===== src/rtl/pipe_csa_addsub_if.sv =====
// rtl/pipe_csa_addsub_if.sv - operand/result handshake bundle for pipe_csa_addsub
//
// Purpose: groups the operand beat (in_valid/in_ready, a, b, cin, op) and the
// result beat (out_valid/out_ready, sum, cout, ovf, zero) of the adder.
// Modports:
//   master - producer of operands and consumer of results (the environment)
//   slave  - the adder itself
interface pipe_csa_addsub_if #(
   parameter int WIDTH = 32
);
   logic             in_valid;
   logic             in_ready;
   logic [WIDTH-1:0] a;
   logic [WIDTH-1:0] b;
   logic             cin;
   logic             op;
   logic             out_valid;
   logic             out_ready;
   logic [WIDTH-1:0] sum;
   logic             cout;
   logic             ovf;
   logic             zero;

   modport master (
      output in_valid, a, b, cin, op, out_ready,
      input  in_ready, out_valid, sum, cout, ovf, zero
   );

   modport slave (
      input  in_valid, a, b, cin, op, out_ready,
      output in_ready, out_valid, sum, cout, ovf, zero
   );
endinterface


===== src/rtl/pipe_csa_addsub.sv =====
// rtl/pipe_csa_addsub.sv - two-stage pipelined carry-select adder/subtractor
//
// Purpose: computes a + b + cin (op = 0) or a - b (op = 1) with a two-stage
// valid/ready pipeline. Stage 1 precomputes both candidate sums for every
// SEG-bit segment; stage 2 resolves the carry-select chain and the flags.
// Ports:
//   clock - single clock, all state on posedge
//   reset - asynchronous active-high reset
//   bus   - pipe_csa_addsub_if.slave: operand beat in, result beat out
//           (sum, cout, ovf, zero are held while out_valid && !out_ready)
module pipe_csa_addsub #(
   parameter int WIDTH = 32,
   parameter int SEG   = 8
) (
   input logic              clock,
   input logic              reset,
   pipe_csa_addsub_if.slave bus
);
   localparam int SEG_SAFE = (SEG < 1) ? 1 : SEG;
   localparam int NSEG     = WIDTH / SEG_SAFE;

   generate
      if ((SEG < 1) || ((WIDTH % SEG_SAFE) != 0)) begin : g_bad_param
         $error("pipe_csa_addsub: SEG must be >= 1 and divide WIDTH");
      end
   endgenerate

   // handshake
   logic ready1;
   logic ready2;

   // stage 1 state
   logic             v1_q,      v1_d;
   logic [WIDTH-1:0] c0_sum_q,  c0_sum_d;   // per-segment sums, segment carry-in 0
   logic [WIDTH-1:0] c1_sum_q,  c1_sum_d;   // per-segment sums, segment carry-in 1
   logic [NSEG-1:0]  c0_cy_q,   c0_cy_d;
   logic [NSEG-1:0]  c1_cy_q,   c1_cy_d;
   logic [SEG-1:0]   seg0_sum_q, seg0_sum_d; // segment 0 resolved with the real carry-in
   logic             seg0_cy_q, seg0_cy_d;
   logic             sa_q,      sa_d;        // sign of a
   logic             sb_q,      sb_d;        // sign of effective b

   // stage 2 state
   logic             v2_q,   v2_d;
   logic [WIDTH-1:0] sum_q,  sum_d;
   logic             cout_q, cout_d;
   logic             ovf_q,  ovf_d;
   logic             zero_q, zero_d;

   // combinational helpers
   logic [WIDTH-1:0] b_eff;
   logic             cin_eff;
   logic [SEG:0]     t0;
   logic [SEG:0]     t1;
   logic [WIDTH-1:0] res;
   logic             cy;

   assign ready2 = !v2_q || bus.out_ready;
   assign ready1 = !v1_q || ready2;

   // Subtract is a + ~b + 1, so the inverted b and a forced carry-in of 1
   // turn it into an ordinary add.
   assign b_eff   = bus.op ? ~bus.b : bus.b;
   assign cin_eff = bus.op | bus.cin;

   // Stage 1: candidate sums per segment
   always_comb begin
      v1_d       = v1_q;
      c0_sum_d   = c0_sum_q;
      c1_sum_d   = c1_sum_q;
      c0_cy_d    = c0_cy_q;
      c1_cy_d    = c1_cy_q;
      seg0_sum_d = seg0_sum_q;
      seg0_cy_d  = seg0_cy_q;
      sa_d       = sa_q;
      sb_d       = sb_q;
      t0         = '0;
      t1         = '0;
      if (ready1) begin
         v1_d = bus.in_valid;
         if (bus.in_valid) begin
            for (int k = 0; k < NSEG; k++) begin
               t0 = {1'b0, bus.a[k*SEG +: SEG]} + {1'b0, b_eff[k*SEG +: SEG]};
               t1 = t0 + {{SEG{1'b0}}, 1'b1};
               c0_sum_d[k*SEG +: SEG] = t0[SEG-1:0];
               c0_cy_d[k]             = t0[SEG];
               c1_sum_d[k*SEG +: SEG] = t1[SEG-1:0];
               c1_cy_d[k]             = t1[SEG];
            end
            t0 = {1'b0, bus.a[SEG-1:0]} + {1'b0, b_eff[SEG-1:0]}
               + {{SEG{1'b0}}, cin_eff};
            seg0_sum_d = t0[SEG-1:0];
            seg0_cy_d  = t0[SEG];
            sa_d       = bus.a[WIDTH-1];
            sb_d       = b_eff[WIDTH-1];
         end
      end
   end

   // Stage 2: ripple the segment carries through the select muxes
   always_comb begin
      v2_d   = v2_q;
      sum_d  = sum_q;
      cout_d = cout_q;
      ovf_d  = ovf_q;
      zero_d = zero_q;
      res    = '0;
      cy     = 1'b0;
      if (ready2) begin
         v2_d = v1_q;
         if (v1_q) begin
            res[SEG-1:0] = seg0_sum_q;
            cy           = seg0_cy_q;
            for (int k = 1; k < NSEG; k++) begin
               res[k*SEG +: SEG] = cy ? c1_sum_q[k*SEG +: SEG] : c0_sum_q[k*SEG +: SEG];
               cy                = cy ? c1_cy_q[k] : c0_cy_q[k];
            end
            sum_d  = res;
            cout_d = cy;
            ovf_d  = (sa_q == sb_q) && (res[WIDTH-1] != sa_q);
            // zero is registered alongside sum so it reads 0 out of reset
            zero_d = ~|res;
         end
      end
   end

   always_ff @(posedge clock or posedge reset) begin
      if (reset) begin
         v1_q       <= 1'b0;
         c0_sum_q   <= '0;
         c1_sum_q   <= '0;
         c0_cy_q    <= '0;
         c1_cy_q    <= '0;
         seg0_sum_q <= '0;
         seg0_cy_q  <= 1'b0;
         sa_q       <= 1'b0;
         sb_q       <= 1'b0;
         v2_q       <= 1'b0;
         sum_q      <= '0;
         cout_q     <= 1'b0;
         ovf_q      <= 1'b0;
         zero_q     <= 1'b0;
      end else begin
         v1_q       <= v1_d;
         c0_sum_q   <= c0_sum_d;
         c1_sum_q   <= c1_sum_d;
         c0_cy_q    <= c0_cy_d;
         c1_cy_q    <= c1_cy_d;
         seg0_sum_q <= seg0_sum_d;
         seg0_cy_q  <= seg0_cy_d;
         sa_q       <= sa_d;
         sb_q       <= sb_d;
         v2_q       <= v2_d;
         sum_q      <= sum_d;
         cout_q     <= cout_d;
         ovf_q      <= ovf_d;
         zero_q     <= zero_d;
      end
   end

   // Segment 0 candidates are kept for a uniform per-segment stage 1, but
   // stage 2 takes segment 0 from the version resolved with the real carry-in.
   logic unused_seg0_cand;
   assign unused_seg0_cand = ^{c0_sum_q[SEG-1:0], c1_sum_q[SEG-1:0], c0_cy_q[0], c1_cy_q[0]};

   assign bus.in_ready  = ready1;
   assign bus.out_valid = v2_q;
   assign bus.sum       = sum_q;
   assign bus.cout      = cout_q;
   assign bus.ovf       = ovf_q;
   assign bus.zero      = zero_q;
endmodule

===== src/flat_wrapper.sv =====
// flat-port wrapper written by rule: the top's interface ports become plain ports
module pipe_csa_addsub_flat 
#(
   parameter int WIDTH = 32,
   parameter int SEG   = 8
)
  (clock, reset, bus_in_valid, bus_a, bus_b, bus_cin, bus_op, bus_out_ready, bus_in_ready, bus_out_valid, bus_sum, bus_cout, bus_ovf, bus_zero);
  pipe_csa_addsub_if #(.WIDTH(WIDTH)) bus_i ();
  input logic clock;
  input logic reset;
  input wire logic [$bits(bus_i.in_valid)-1:0] bus_in_valid;
  input wire logic [$bits(bus_i.a)-1:0] bus_a;
  input wire logic [$bits(bus_i.b)-1:0] bus_b;
  input wire logic [$bits(bus_i.cin)-1:0] bus_cin;
  input wire logic [$bits(bus_i.op)-1:0] bus_op;
  input wire logic [$bits(bus_i.out_ready)-1:0] bus_out_ready;
  output wire logic [$bits(bus_i.in_ready)-1:0] bus_in_ready;
  output wire logic [$bits(bus_i.out_valid)-1:0] bus_out_valid;
  output wire logic [$bits(bus_i.sum)-1:0] bus_sum;
  output wire logic [$bits(bus_i.cout)-1:0] bus_cout;
  output wire logic [$bits(bus_i.ovf)-1:0] bus_ovf;
  output wire logic [$bits(bus_i.zero)-1:0] bus_zero;
  assign bus_i.in_valid = bus_in_valid;
  assign bus_i.a = bus_a;
  assign bus_i.b = bus_b;
  assign bus_i.cin = bus_cin;
  assign bus_i.op = bus_op;
  assign bus_i.out_ready = bus_out_ready;
  assign bus_in_ready = bus_i.in_ready;
  assign bus_out_valid = bus_i.out_valid;
  assign bus_sum = bus_i.sum;
  assign bus_cout = bus_i.cout;
  assign bus_ovf = bus_i.ovf;
  assign bus_zero = bus_i.zero;
  pipe_csa_addsub #(.WIDTH(WIDTH), .SEG(SEG)) u_core (.clock(clock), .reset(reset), .bus(bus_i));
endmodule

===== config.mk =====
export PLATFORM = sky130hd
export DESIGN_NAME = pipe_csa_addsub_flat
export DESIGN_NICKNAME = d
export VERILOG_FILES = /design/src/rtl/pipe_csa_addsub_if.sv /design/src/rtl/pipe_csa_addsub.sv /design/src/flat_wrapper.sv
export SDC_FILE = /design/constraint.sdc
export NUM_CORES = 1
export LEC_CHECK = 0
export ABC_AREA = 1
export CAP_MARGIN = 20
export CELL_PAD_IN_SITES_DETAIL_PLACEMENT = 1
export CELL_PAD_IN_SITES_GLOBAL_PLACEMENT = 2
export CORE_UTILIZATION = 33
export CTS_CLUSTER_DIAMETER = 30
export CTS_CLUSTER_SIZE = 24
export DETAILED_ROUTE_END_ITERATION = 8
export HOLD_SLACK_MARGIN = 0.1
export PLACE_DENSITY_LB_ADDON = 0.1
export SLEW_MARGIN = 20
export SYNTH_ARGS = -nofsm -noshare
export SYNTH_HDL_FRONTEND = slang
export SYNTH_SLANG_ARGS = --single-unit

===== constraint.sdc =====
create_clock -name clock -period 9.3 [get_ports clock]
set_input_delay 1.395 -clock clock [delete_from_list [all_inputs] [get_ports clock]]
set_output_delay 1.395 -clock clock [all_outputs]
set_load 0.02 [all_outputs]

Word level (Yosys, flattened, before mapping)

Index checks and enable logic that the tools add are counted.

Word-level logic and storage cells: 43
Bits in registers: 120
Input port bits: 70

Eq/ne operators: 2
Reductions and logical operators: 9
Bitwise gates (word level): 2
Add/sub/neg operators: 9
Muxes and demuxes: 7

Operators with widths:

| operator              | number |
|---|---|
| $add A8 B8 Y9         | 4 |
| $add A9 B1 Y9 const B | 4 |
| $mux W32              | 1 |
| $not A32 Y32          | 1 |
| $reduce_or A32 Y1     | 1 |
| $mux W8               | 3 |
| $add A9 B1 Y9         | 1 |
| $reduce_and A2 Y1     | 2 |
| $logic_not A1 Y1      | 3 |
| $mux W1               | 3 |
| $logic_or A1 B1 Y1    | 2 |
| $eq A1 B1 Y1          | 1 |
| $logic_and A1 B1 Y1   | 1 |
| $ne A1 B1 Y1          | 1 |
| $or A1 B1 Y1          | 1 |

Depth between registers and ports, before layout

Word-level depth: 5
Depth in mapped cells: 18
Gate-level depth less buffers: 16

Worst setup path after synthesis

Ideal clock, no wire load.

Path type: input to register
Start: input port bus_op
End: register u_core.c1_cy_q[1]
Path slack: 5.490 ns
Data required time: 9.182 ns
Data arrival time: 3.692 ns
Path buffers: 2
Stages: 17
Cells stage by stage: clkbuf_1 -> buf_2 -> xor2_1 -> ha_1 -> inv_1 -> fa_1 -> inv_1 -> ha_1 -> inv_1 -> nor2_1 -> nand3_1 -> nor2_2 -> nand2_1 -> nor2_1 -> nand3_1 -> nand3_1 -> nand2_1

Longest elaborated chain between the ends: 3

Ends and longest elaborated chain:

| item                 | line                   | text |
|---|---|---|
| start, declared      | flat_wrapper.sv:15     | `input wire logic [$bits(bus_i.op)-1:0] bus_op;` |
| $mux W32             | pipe_csa_addsub.sv:63  | `assign b_eff = bus.op ? ~bus.b : bus.b;` |
| $add A8 B8 Y9        | pipe_csa_addsub.sv:83  | `t0 = {1'b0, bus.a[k*SEG +: SEG]} + {1'b0, b_eff[k*SEG +: SEG]};` |
| $add A9 B1 Y9        | pipe_csa_addsub.sv:84  | `t1 = t0 + {{SEG{1'b0}}, 1'b1};` |
| end signal, assigned | pipe_csa_addsub.sv:148 | `c1_cy_q <= c1_cy_d;` |
| end, declared        | pipe_csa_addsub.sv:37  | `logic [NSEG-1:0] c1_cy_q, c1_cy_d;` |

No other way between the ends.
A chain may end at the register's enable or synchronous reset.

Final worst setup path

Start: input port bus_out_ready
End: output port bus_in_ready

Longest elaborated chain between the ends: 2

Ends and longest elaborated chain:

| item               | line                  | text |
|---|---|---|
| start, declared    | flat_wrapper.sv:16    | `input wire logic [$bits(bus_i.out_ready)-1:0] bus_out_ready;` |
| $logic_or A1 B1 Y1 | pipe_csa_addsub.sv:58 | `assign ready2 = !v2_q \|\| bus.out_ready;` |
| $logic_or A1 B1 Y1 | pipe_csa_addsub.sv:59 | `assign ready1 = !v1_q \|\| ready2;` |
| end, declared      | flat_wrapper.sv:17    | `output wire logic [$bits(bus_i.in_ready)-1:0] bus_in_ready;` |

No other way between the ends.

==> summary.txt <==
Status
  – Status: completed

Finish
  – Fin util: about two fifths
  – Most frequent cells in the layout: 285 x nand2_1, 120 x inv_1, 105 x clkdlybuf4s50_1
  – Final net count: ~1100
  – Area growth from synthesis to layout: 23.7%
  – # diodes: 0
  – Share of layout cells above drive strength 1: approximately 3.3%
  – Fillers: approximately 2500
  – Commonest non-fill, non-tap cell in the layout: nand2_1

Clock tree
  – Clk sinks: a little over 100
  – CTS tree: done
  – Clock latency on the worst-skew pair: 0.35 ns
  – Max clock buf depth: 2
  – Clk Tree Root Cell: clkbuf_16
  – CTS buffer count: 9
  – # H-tree levels: 3
  – Setup bufs post-CTS: 0
  – Post-cts resize count: 0
  – Hold_buf cts: 0
  – Clock-pin slew on the worst setup and hold paths: approximately 0.060 ns

Global route
  – First-pass GRT wire length: approximately 28000 µm
  – Tot GR Track Use: between 15 and 20%
  – Initial antenna violation count: 0
  – Vias in the first global route: between 5000 and 6000
  – Grt total ovfl: 0
  – Largest net degree at the start of global routing: slightly below 80

STA
  – Setup TNS after final layout: 0 ns
  – Final setup vio count: 0
  – Hold Vio Cnt, Final: 0
  – Fin crit share: a little over two fifths
  – Minimum clock period: slightly above 4 ns
  – Fmax: between 0.2 and 0.25 GHz
  – Worst-Margin Slew: roughly 0.9 ns
  – Clock skew: 0.00805 ns
  – Rel. slew slack: about 40%
  – RSZ-0062 raised after global routing: no
  – Final max-slew violation count: 0

Logic synthesis
  – Yosys warning count: 0
  – Register area share after synthesis: between 30% and 40%
  – Mapped Area: around 0.0066 mm²
  – Synth cell types: 31
  – Syn Area/Cell: between 7 and 8 µm²
  – Syn Nets: 1024
  – Mapped Cells: between 900 and 1000
  – Synth Register Bits: between 100 and 150

Critical path
  – Crit path required time: 7.91 ns
  – Arrival @ worst endpoint: about 2.7 ns
  – Critical Path Fanout Max: 3
  – Top delay family on crit path: buffers and inverters
  – Buf/Inv on CP: 3
  – FF-to-FF End: u_core.c1_sum_q[20]
  – R2R depth: 6
  – Worst setup SP type: primary input
  – WS Path Type: primary input to output pin
  – Worst stage delay on the critical path: about 0.63 ns
  – Worst reg2reg setup slack: around 6.7 ns
  – CP Cell Sequence: clkdlybuf4s50_1 > inv_1 > nand3_1 > clkdlybuf4s50_1
  – R2R Path Start: u_core.bus.out_valid
  – Crit path top cell by count: clkdlybuf4s50_1
  – Slowest cell on the critical path: clkdlybuf4s50_1
  – Setup crit end kind: output pin

Min path
  – Min-Delay Path Class: flop to flop
  – Hold Path End: u_core.bus.zero
  – Min-delay src: u_core.bus.zero
  – Worst Hold Depth: 2

Routing
  – WL per Instance: 13.1 µm
  – Routed WL: roughly 17000 µm
  – DRT iter0 DRCs: approximately 150
  – DRC Markers: 0
  – Detail Route Antenna Nets: 0
  – Via density: between 4 and 5
  – DR vias: about 6000
  – DR pass1 iterations: 5

Placement
  – RD Place Congestion: 0.753
  – Detailed Place HPWL: ~13000 µm
  – # port buffers: 106

Floorplanning
  – Initial Utilization: roughly a third
  – Die H: between 100 and 150 µm
  – Core ar.: 0.0195 mm²
  – I/O pins: between 100 and 150
  – Width of the die: around 140 µm
  – DIE AREA: ~0.021 mm²
  – Rows: 51

Power and ir drop
  – Maximum vdd drop: between 0.00009 and 0.0001 V
  – LEAKAGE: slightly above 4 nW
  – PwrDens: 218 mW/mm²

Run
  – Maxcap violations: 0
==> kinds of logic (layout without fill, tap and decap cells) <==
logic type | count (synthesis) | after routing | synth area share, %
xor+xnor | 33 | 33 | 4.38
simple gates | 448 | 448 | 28.6
fa+ha+maj | 46 | 46 | 9.18
compound gates | 128 | 128 | 10.2
buf+inv | 151 | 249 | 8.93
flops | 102 | 102 | 38.7
==> registers in the layout, indices dropped and copies added, names as in the netlist <==
signal,cells
u_core.bus.cout,1
u_core.bus.out_valid,1
u_core.bus.ovf,1
u_core.bus.sum,32
u_core.bus.zero,1
u_core.c0_cy_q,3
u_core.c0_sum_q,24
u_core.c1_cy_q,3
u_core.c1_sum_q,24
u_core.sa_q,1
u_core.sb_q,1
u_core.seg0_cy_q,1
u_core.seg0_sum_q,8
u_core.v1_q,1
==> final cells by class <==
type                            count  area (µm²)  share of cell area (%)
Multi-Input combinational cell    655        3460                    42.4
Sequential cell                   102        2550                    31.3
Timing Repair Buffer              110        1090                    13.3
Inverter                          125         473                    5.79
Tap cell                          265         332                    4.06
Clock buffer                       12         246                    3.02
Clock inverter                      2        10.0                   0.123
==> cells in the mapped netlist <==
cell	count	area [µm²]
a21oi_1	18	90.1
a31oi_1	7	43.8
buf_2	6	30.0
buf_6	2	22.5
clkbuf_1	18	67.6
clkinv_1	1	3.75
dfrtp_1	102	2550
fa_1	4	80.1
ha_1	42	526
inv_1	121	454
inv_2	3	11.3
nand2_1	287	1080
nand2_2	1	6.26
nand2_4	3	33.8
nand3_1	65	325
nand3b_1	7	52.6
nand4_1	18	113
nor2_1	54	203
nor2_2	3	18.8
nor3_1	3	15.0
o21ai_0	77	385
o21ai_1	11	55.1
o21ai_2	1	8.76
o21bai_1	2	15.0
o22ai_1	11	68.8
o31ai_1	1	7.51
or2_0	2	12.5
or2_1	3	18.8
or2_2	2	12.5
xnor2_1	4	35.0
xor2_1	29	254
==> power by group <==
group | internal [mW] | total [mW] | switching, mW
Sequential | 0.585 | 0.664 | 0.0790
Combinational | 0.314 | 0.773 | 0.460
Clock | 0.185 | 0.344 | 0.159
Total | 1.08 | 1.78 | 0.698
==> routing by layer <==
metal | global-route usage [%] | vias up | share of wire (%)
met5 | 0 | - | 0
met4 | 4.87 | 0 | 1.1
met1 | 23.2 | 2805 | 50
li1 | - | 3087 | -
met2 | 29.1 | 73 | 47
met3 | 2.03 | 14 | 2.3
==> worst max path at each step <==
stage / slack [ns] / depth (start not counted) / end / from
global placement: 5.19 / 17 / u_core.c1_cy_q[1] / bus_op
finish: 5.25 / 4 / bus_in_ready / bus_out_ready
global route: 5.14 / 17 / u_core.c1_cy_q[1] / bus_op
detailed placement: 5.13 / 17 / u_core.c1_cy_q[1] / bus_op
CTS: 5.24 / 4 / bus_in_ready / bus_out_ready
floorplan: 5.23 / 1 / u_core.bus.cout / reset
==> worst reg2reg max path: cells and delay by family, from the launching register on <==
kind,cells,cell delay (ns)
buffers and inverters,2,1.41
AO/OA/AOI/OAI,1,0.12
AND/OR/NAND/NOR,3,0.61
flip-flops,1,0.37
==> metrics by stage <==
step / cells / worst slack [ns] / total power [mW] / hold WS (ns) / area [µm²]
floorplan: 908 / 5.23 / 1.15 / 0.444 / 6600
global placement: 1257 / 5.19 / 1.45 / 0.458 / 7900
detailed placement: 1257 / 5.13 / 1.46 / 0.468 / 7900
CTS: 1271 / 5.24 / 1.82 / 0.485 / 8160
global route: 1271 / 5.14 / 1.94 / 0.508 / 8170
finish: 1271 / 5.25 / 1.78 / 0.477 / 8170
Note: power is estimated with default switching activity, not from simulation.
